### config.mk
export PLATFORM = sky130hd
export DESIGN_NAME = data_ram
export DESIGN_NICKNAME = d
export VERILOG_FILES = /design/src/rtl/dram_pkg.sv /design/src/rtl/dram_lane_fmt.sv /design/src/rtl/data_ram.sv
export SDC_FILE = /design/constraint.sdc
export NUM_CORES = 2
export LEC_CHECK = 0
export CORE_MARGIN = 1
export CORE_UTILIZATION = 60
export CTS_BUF_LIST = sky130_fd_sc_hd__clkbuf_16
export DETAILED_ROUTE_END_ITERATION = 10
export GPL_TIMING_DRIVEN = 0
export HOLD_SLACK_MARGIN = 0.05
export PLACE_DENSITY = 0.77
export SLEW_MARGIN = 20
export SYNTH_ARGS = -nofsm -noshare
export SYNTH_HDL_FRONTEND = slang
export SYNTH_SLANG_ARGS = --single-unit
### constraint.sdc
create_clock -name clk -period 4.8 [get_ports clk]
set_input_delay 0.48 -clock clk [delete_from_list [all_inputs] [get_ports clk]]
set_output_delay 0.48 -clock clk [all_outputs]
set_load 0.02 [all_outputs]
### src/rtl/dram_pkg.sv
// Shared types and constants for the data RAM slice: access-size encoding,
// clear-FSM states, the default depth and the erroneous-access rule.
package dram_pkg;

    localparam int DEFAULT_DEPTH_WORDS = 64;

    typedef enum logic [1:0] {
        SZ_BYTE = 2'b00,
        SZ_HALF = 2'b01,
        SZ_WORD = 2'b10,
        SZ_RSVD = 2'b11
    } size_e;

    typedef enum logic {
        CLEAR = 1'b0,
        READY = 1'b1
    } state_e;

    // An access is erroneous when its size is reserved or its low address
    // bits are not aligned to the access width.
    function automatic logic isErrAccess(input logic [1:0] size, input logic [1:0] addrLo);
        case (size_e'(size))
            SZ_HALF: isErrAccess = addrLo[0];
            SZ_WORD: isErrAccess = |addrLo;
            SZ_RSVD: isErrAccess = 1'b1;
            default: isErrAccess = 1'b0;
        endcase
    endfunction

endpackage

### src/rtl/dram_lane_fmt.sv
// Byte-lane formatting for the data RAM: store byte enables and lane
// replication, load lane selection and sign extension.
// Build option: DRAM_MISALIGN_TRAP_EN suppresses misaligned stores and zeroes
// misaligned loads; without it the low address bits are simply forced aligned.
module dram_lane_fmt
    import dram_pkg::*;
(
    input  logic [1:0]  addr_lo_i,
    input  logic [1:0]  store_size_i,
    input  logic [1:0]  load_size_i,
    input  logic [31:0] wdata_i,
    input  logic [31:0] rword_i,
    output logic [3:0]  be_o,
    output logic [31:0] wlane_o,
    output logic [31:0] rdata_o,
    output logic        store_err_o,
    output logic        load_err_o
);

    logic [7:0]  selByte;
    logic [15:0] selHalf;

    // Store side: replicate the data across lanes and enable only the lanes covered.
    always_comb begin
        store_err_o = isErrAccess(store_size_i, addr_lo_i);
        be_o        = 4'b0000;
        wlane_o     = wdata_i;
        case (size_e'(store_size_i))
            SZ_BYTE: begin
                be_o    = 4'b0001 << addr_lo_i;
                wlane_o = {4{wdata_i[7:0]}};
            end
            SZ_HALF: begin
                be_o    = addr_lo_i[1] ? 4'b1100 : 4'b0011;
                wlane_o = {2{wdata_i[15:0]}};
            end
            SZ_WORD: begin
                be_o    = 4'b1111;
                wlane_o = wdata_i;
            end
            default: be_o = 4'b0000;
        endcase
`ifdef DRAM_MISALIGN_TRAP_EN
        if (store_err_o) begin
            be_o = 4'b0000;
        end
`endif
    end

    // Load side: pick the addressed lane(s) from the word and sign-extend.
    always_comb begin
        load_err_o = isErrAccess(load_size_i, addr_lo_i);
        case (addr_lo_i)
            2'd0:    selByte = rword_i[7:0];
            2'd1:    selByte = rword_i[15:8];
            2'd2:    selByte = rword_i[23:16];
            default: selByte = rword_i[31:24];
        endcase
        selHalf = addr_lo_i[1] ? rword_i[31:16] : rword_i[15:0];
        case (size_e'(load_size_i))
            SZ_BYTE: rdata_o = {{24{selByte[7]}}, selByte};
            SZ_HALF: rdata_o = {{16{selHalf[15]}}, selHalf};
            SZ_WORD: rdata_o = rword_i;
            default: rdata_o = 32'h0;
        endcase
`ifdef DRAM_MISALIGN_TRAP_EN
        if (load_err_o) begin
            rdata_o = 32'h0;
        end
`endif
    end

endmodule

### src/rtl/data_ram.sv
// Word-organised data RAM for the core with byte/half/word access, a
// post-reset clear sequence and sticky misalignment error reporting.
// Build option: DRAM_MISALIGN_TRAP_EN (see dram_lane_fmt) selects trap
// behaviour for misaligned accesses; the default build forces alignment.
module data_ram
    import dram_pkg::*;
#(
    parameter int DEPTH_WORDS = DEFAULT_DEPTH_WORDS,
    parameter int ADDR_W      = $clog2(DEPTH_WORDS)
) (
    input  logic        clk,
    input  logic        rst,
    input  logic        d_wr_en,
    input  logic [31:0] dAddr,
    input  logic [31:0] dWdata,
    input  logic [1:0]  store_size,
    input  logic [1:0]  load_size,
    output logic [31:0] dRdata,
    output logic        init_busy,
    output logic        misalign_err,
    output logic [7:0]  err_count
);

    logic [31:0]       mem [DEPTH_WORDS];
    state_e            state_q;
    logic [ADDR_W-1:0] clrIdx_q;
    logic              misalignErr_q;
    logic              misalignErr_d;
    logic [7:0]        errCount_q;
    logic [7:0]        errCount_d;

    logic [ADDR_W-1:0] wordIdx;
    logic [31:0]       rword;
    logic [3:0]        fmtBe;
    logic [31:0]       fmtWlane;
    logic [31:0]       fmtRdata;
    logic              storeErr;
    logic              loadErr;
    logic              errCycle;
    logic [ADDR_W-1:0] wrIdx;
    logic [3:0]        wrBe;
    logic [31:0]       wrData;
    logic              unusedAddrHi;

    // Address bits above the array wrap silently.
    assign wordIdx      = dAddr[ADDR_W+1:2];
    assign unusedAddrHi = ^dAddr[31:ADDR_W+2];
    assign rword        = mem[wordIdx];

    dram_lane_fmt u_lane_fmt (
        .addr_lo_i    (dAddr[1:0]),
        .store_size_i (store_size),
        .load_size_i  (load_size),
        .wdata_i      (dWdata),
        .rword_i      (rword),
        .be_o         (fmtBe),
        .wlane_o      (fmtWlane),
        .rdata_o      (fmtRdata),
        .store_err_o  (storeErr),
        .load_err_o   (loadErr)
    );

    // Clear FSM: zero one word per cycle after reset, then stay READY.
    always_ff @(posedge clk or posedge rst) begin
        if (rst) begin
            state_q  <= CLEAR;
            clrIdx_q <= '0;
        end else if (state_q == CLEAR) begin
            if (clrIdx_q == ADDR_W'(DEPTH_WORDS - 1)) begin
                state_q <= READY;
            end
            clrIdx_q <= clrIdx_q + ADDR_W'(1);
        end
    end

    // Error detection on the active access; the counter saturates at 255.
    always_comb begin
        errCycle      = (state_q == READY) && (d_wr_en ? storeErr : loadErr);
        misalignErr_d = misalignErr_q | errCycle;
        errCount_d    = errCount_q;
        if (errCycle && (errCount_q != 8'hFF)) begin
            errCount_d = errCount_q + 8'd1;
        end
    end

    // Error flag and counter registers.
    always_ff @(posedge clk or posedge rst) begin
        if (rst) begin
            misalignErr_q <= 1'b0;
            errCount_q    <= 8'd0;
        end else begin
            misalignErr_q <= misalignErr_d;
            errCount_q    <= errCount_d;
        end
    end

    // Single write port shared by the clear sequence and core stores.
    always_comb begin
        wrIdx  = wordIdx;
        wrBe   = 4'b0000;
        wrData = fmtWlane;
        if (state_q == CLEAR) begin
            wrIdx  = clrIdx_q;
            wrBe   = 4'b1111;
            wrData = 32'h0;
        end else if (d_wr_en) begin
            wrBe = fmtBe;
        end
    end

    // Array write; contents are never reset directly, only by the clear sequence.
    always_ff @(posedge clk) begin
        for (int i = 0; i < 4; i++) begin
            if (wrBe[i]) begin
                mem[wrIdx][8*i +: 8] <= wrData[8*i +: 8];
            end
        end
    end

    assign init_busy    = (state_q == CLEAR);
    assign dRdata       = (state_q == CLEAR) ? 32'h0 : fmtRdata;
    assign misalign_err = misalignErr_q;
    assign err_count    = errCount_q;

endmodule
* Word-level counts from Yosys, hierarchy flattened
Memories as Yosys holds them, arrays and structs flattened. Index checks and enable logic that the tools add are counted.
Operators by class: add/subtract/negate cells 2, $mul 0, divide/modulo/power cells 0, $lt $le $gt $ge 0, eq/ne operators 10, shift-type cells 1, multiplexer cells 24, bitwise gates (word level) 2, reductions and logical operators 6
Operators by type and width (number):
- one-hot mux 32 bit (3 select lines) | 1
- two-way mux 32 bit | 2
- one-hot mux 32 bit (2 select lines) | 1
- one-hot mux 8 bit (3 select lines) | 1
- two-way mux 16 bit | 1
- two-way mux 4 bit | 3
- one-hot mux 4 bit (3 select lines) | 1
- two-way mux 1 bit | 11
- == test 2 bit (second input constant) | 5
- adder 8 x 1 -> 8 bit (second input constant) | 1
- != test 8 bit (second input constant) | 1
- adder 6 x 1 -> 6 bit (second input constant) | 1
- == test 2 x 1 -> 1 bit (second input constant) | 3
- == test 6 bit (second input constant) | 1
- zero test 2 bit | 3
- two-way mux 6 bit | 1
- one-hot mux 1 bit (3 select lines) | 2
- << shifter 1 x 2 -> 4 bit (first input constant) | 1
- logical AND 1 bit | 2
- OR reduction 2 bit | 1
- inverter 1 bit | 1
- OR 1 bit | 1
Word-level totals: bits in registers 16, latch bits 0, memory bits (writable) 2048, bits in read-only memories 0, input port bits 71, output and inout bits 42, memories kept 1
Memory list:
- mem | words 64, bits a word 32, rd ports 1, clocked after memory_dff 0, wr ports 1, line data_ram.sv:24 | logic [31:0] mem [DEPTH_WORDS];

* Longest topological paths before layout
word-level depth 6, depth in mapped cells 16, mapped depth without buffers 8

* Cells and area by module
Synthesis repeated with hierarchy kept, for this count alone.
Second synthesis, totals: cell total of the unflattened synthesis 4019, area total of the unflattened synthesis 81816.0 um^2
Modules (own cells, without submodules):
- data_ram | instances 1, cells each 3851, area an instance 80596.0 um^2, sequential area each 61899.4 um^2
- dram_lane_fmt | instances 1, cells each 168, area an instance 1219.9 um^2, sequential area each 0.0 um^2

* Worst setup path after synthesis
Ideal clock, no wire load.
path type in2out, from input port dAddr[4], to output port dRdata[3], arrival time 3.220 ns, data required time 4.320 ns, slack 1.100 ns, stages on the path 12, cells stage by stage buf_4 > buf_4 > buf_2 > buf_2 > buf_2 > clkbuf_1 > mux4_2 > a211oi_1 > a21oi_1 > mux4_2 > a22oi_1 > o211ai_1
Between the ends: longest elaborated chain between the ends 4, elaborated cells on any way between the ends 5
RTL lines:
- from (decl) | line data_ram.sv:14 | input logic [31:0] dAddr,
- memory read (64 x 32 bit) *
- one-hot mux 8 bit (3 select lines) or two-way mux 16 bit (tied branches) | line dram_lane_fmt.sv:53, dram_lane_fmt.sv:59
- one-hot mux 32 bit (3 select lines) * | line dram_lane_fmt.sv:60 | case (size_e'(load_size_i))
- two-way mux 32 bit * | line data_ram.sv:121 | assign dRdata = (state_q == CLEAR) ? 32'h0 : fmtRdata;
- to (decl) | line data_ram.sv:18 | output logic [31:0] dRdata,
Mark *: on every way between the ends. The rest lies on a longest branch, timed or not.

* Worst setup path after layout
from input port dAddr[5], to memory mem[28][28] (enable)
Between the ends: longest elaborated chain between the ends 1
RTL lines:
- two-way mux 6 bit | line data_ram.sv:102 | if (state_q == CLEAR) begin
- to (decl) | line data_ram.sv:24
No other way between the ends.

==> flow_summary.json <==
{
  "maxCapViolations": 0,
  "clock_latency_ps": 880,
  "track_usage_pct": 46.76,
  "die_y_um": 371.3,
  "ir_drop_v": 0.0003684,
  "grt_max_degree": 49,
  "post-route-period-util_pct": 111.8,
  "post-route-util_pct": 70.82,
  "pin_count": 113,
  "reg2reg_depth": 5,
  "place_hpwl_um": 208000,
  "final-max-slew-violation-count": 0,
  "clock-sinks": 2064,
  "hold_path_class": "input port to register",
  "root_buffer": "clkbuf_16",
  "drc": 0,
  "final_antenna_net_count": 0,
  "max_freq_mhz": 186.4,
  "yosys.area.top_type_share_pct": 75.16,
  "place_congestion": 1.104,
  "fin_crit_ps": 5364,
  "clockBufferDepth": 3,
  "p_leak_nw": 27.19,
  "cts_tree": "done",
  "end_kind": "register",
  "rows": 135,
  "synthDistinctLibCells": 69,
  "nNetsFinal": 4427,
  "first_global_vias": 45000,
  "power-per-cell-area_nw_per_um2": 384.1,
  "skew_ps": 38.33,
  "drive_gt1_share_pct": 30.85,
  "setup-violations-final": 893,
  "route.vias.total": 48730,
  "synth_area_per_cell_um2": 20.80,
  "hold_end": "misalign_err$_DFF_PP0_",
  "final_area_um2": 95820,
  "violations": "setup timing",
  "multi_input_area_um2": 19620,
  "numCtsBuffers": 197,
  "hold_violations": 0,
  "r2r_end": "mem[23][22]$_DFFE_PP_",
  "min_delay_path_depth": 5,
  "grt.overflow.total": 0,
  "cp_data_arrival_time_ps": 5860,
  "dr.pass1.iters": 9,
  "drtIter0Drc": 10610,
  "numPortBuffers": 84,
  "die_area_um2": 137900,
  "yosysSeqAreaShare_pct": 75.65,
  "max_slew_margin_pct": 8.584,
  "finalWirelength_um": 316600,
  "postSynth.asyncResetShare_pct": 0.7752,
  "critPathMaxFanout": 10,
  "placed_area_um2": 86430,
  "synth.net_count": 4007,
  "whs_ps": 364.1,
  "core_um2": 135300,
  "syn_area_um2": 81820,
  "yosys.area.top_type": "edfxtp_1",
  "wl_per_cell_um": 50.10,
  "fin_ws_ps": -564.0,
  "rsz0062_at_grt": "true",
  "synth-seq-cells": 2064,
  "final_common_cell": "edfxtp_1",
  "synth-warning-count": 0,
  "syn_inst": 3934,
  "antenna_found_initial": 26,
  "path_cells": "clkdlybuf4s18_2 -> buf_6 -> buf_6 -> buf_6 -> buf_6 -> clkbuf_8 -> buf_4 -> mux2i_1 -> nor2_1 -> nand2_1 -> nor2_1",
  "crit_path_frequent_cell": "buf_6",
  "netlist_top_cells_area": "edfxtp_1 (75%), mux4_2 (15%), nor2_1 (1.6%)",
  "synth_edf_count": 2048,
  "post_drt_via_cell_ratio": 7.710,
  "crit_path_max_incr_delay_ps": 1130,
  "synth-main-ff-cell": "edfxtp_1",
  "tightest_slew_ps": 1368,
  "ctsHtreeMaxLevel": 4,
  "reg2reg_from": "state_q$_DFF_PP0_",
  "regArea_um2": 61900,
  "initial_core_util_pct": 60.48,
  "grt_pass1_wl_um": 410200,
  "fp.dieW_um": 371.3,
  "hold_start": "load_size[0]",
  "finalSetupTns_ps": -203690,
  "layout_common_cells": "edfxtp_1 (2048), mux4_2 (538), nor2_1 (221)",
  "status": "complete, but fails checks",
  "worst_path_max_delay_cell": "nor2_1",
  "fill_cells": 7890,
  "synthToLayoutAreaGrowth_pct": 17.10,
  "clkTransAtPathRegs_ps": 60,
  "reg2reg_setup_slack_ps": 710,
  "power_mw": 36.80,
  "crit_path_start_kind": "input port",
  "critPathKind": "input port to register",
  "cp.required_ps": 5290
}
## cell usage after synthesis (11+ instances only)
library cell     n
dfrtp_1         16
mux2i_1        119
clkbuf_1        68
nor3_1          19
a22oi_1         21
buf_4           44
nand2b_1        16
o21ai_0         25
a21oi_1         79
nor2b_1         20
a211oi_1        30
buf_1           12
o211ai_1        11
edfxtp_1      2048
buf_6           28
buf_2           70
a31oi_1         24
nand3_1         16
mux4_2         538
o22ai_1         36
nor2_1         344
mux2_2          25
nand2_1        166
o221ai_1        13
and2_1          25
## area by class of cell
cell class              count  share of cell area, %
well taps                1781                  2.326
multi-input cells        1634                  20.47
clock buffers             200                  5.223
plain buffers             225                  3.108
clock inverters           151                  1.209
repair buffers            223                  2.930
inverters                   9                0.04570
diodes                     33                0.08618
flip-flops and latches   2064                  64.60
## flip-flops by register name (all words and copies together) (netlist names)
signal and count:
clrIdx_q 6, err_count 8, mem 2048, misalign_err 1
state_q 1
## critical path: cells and delay by family
family        cells  cell delay, ps
buf+inv           7            2550
mux               1             320
simple gates      3            2400
## metal layers
| metal | global-route usage, % | vias to the layer above | share of wire (%) |
|---|---|---|---|
| met2 | 62.57 | 5488 | 41 |
| met4 | 33.10 | 27 | 8.7 |
| met5 | 0.9790 | - | 0.12 |
| met1 | 58.95 | 24800 | 32 |
| met3 | 23.73 | 1202 | 18 |
| li1 | - | 17210 | - |
## worst max-delay path by stage
stage,cells after the start,from,slack (ps),to
floorplan,12,dAddr[4],1100,dRdata[3]
global placement,11,dAddr[5],-4150,mem[59][26]$_DFFE_PP_
detailed placement,11,dAddr[5],-2980,mem[24][14]$_DFFE_PP_
CTS,14,dAddr[3],0.7,dRdata[30]
global route,11,dAddr[5],-240,mem[28][28]$_DFFE_PP_
finish,11,dAddr[5],-560,mem[28][28]$_DFFE_PP_
## metrics by stage
step	worst slack [ps]	std cells
after floorplan	1100	3934
after global placement	-4147	5799
after detailed placement	-2982	5856
after CTS	0.6812	6273
after global routing	-239.3	6289
final	-564.0	6320
## repair_timing
action	in CTS	in global routing
resized for setup	555	108
cloned	1	0
setup buffers	66	14
endpoints found under the hold margin	16	0
setup endpoints to repair	2080	604
pin swaps	14	7
hold buffers	1	0
## logic make-up after synthesis
group	count (synthesis)	share of synthesized area, %
AND/OR/NAND/NOR	637	3.277
buffers and inverters	236	1.733
XOR/XNOR	12	0.1284
flip-flops	2064	75.65
AO/OA/AOI/OAI	296	2.415
adder cells (fa/ha/maj)	2	0.03058
multiplexers	687	16.77
## report_power, final
part | internal [mW] | switching (mW) | leakage (nW)
registers | 19.5 | 0 | 15.4
logic | 0.686 | 1.39 | 8.64
clock network | 8.25 | 6.98 | 3.16
total | 28.4 | 8.36 | 27.2
Note: power is estimated with default switching activity, not from simulation.
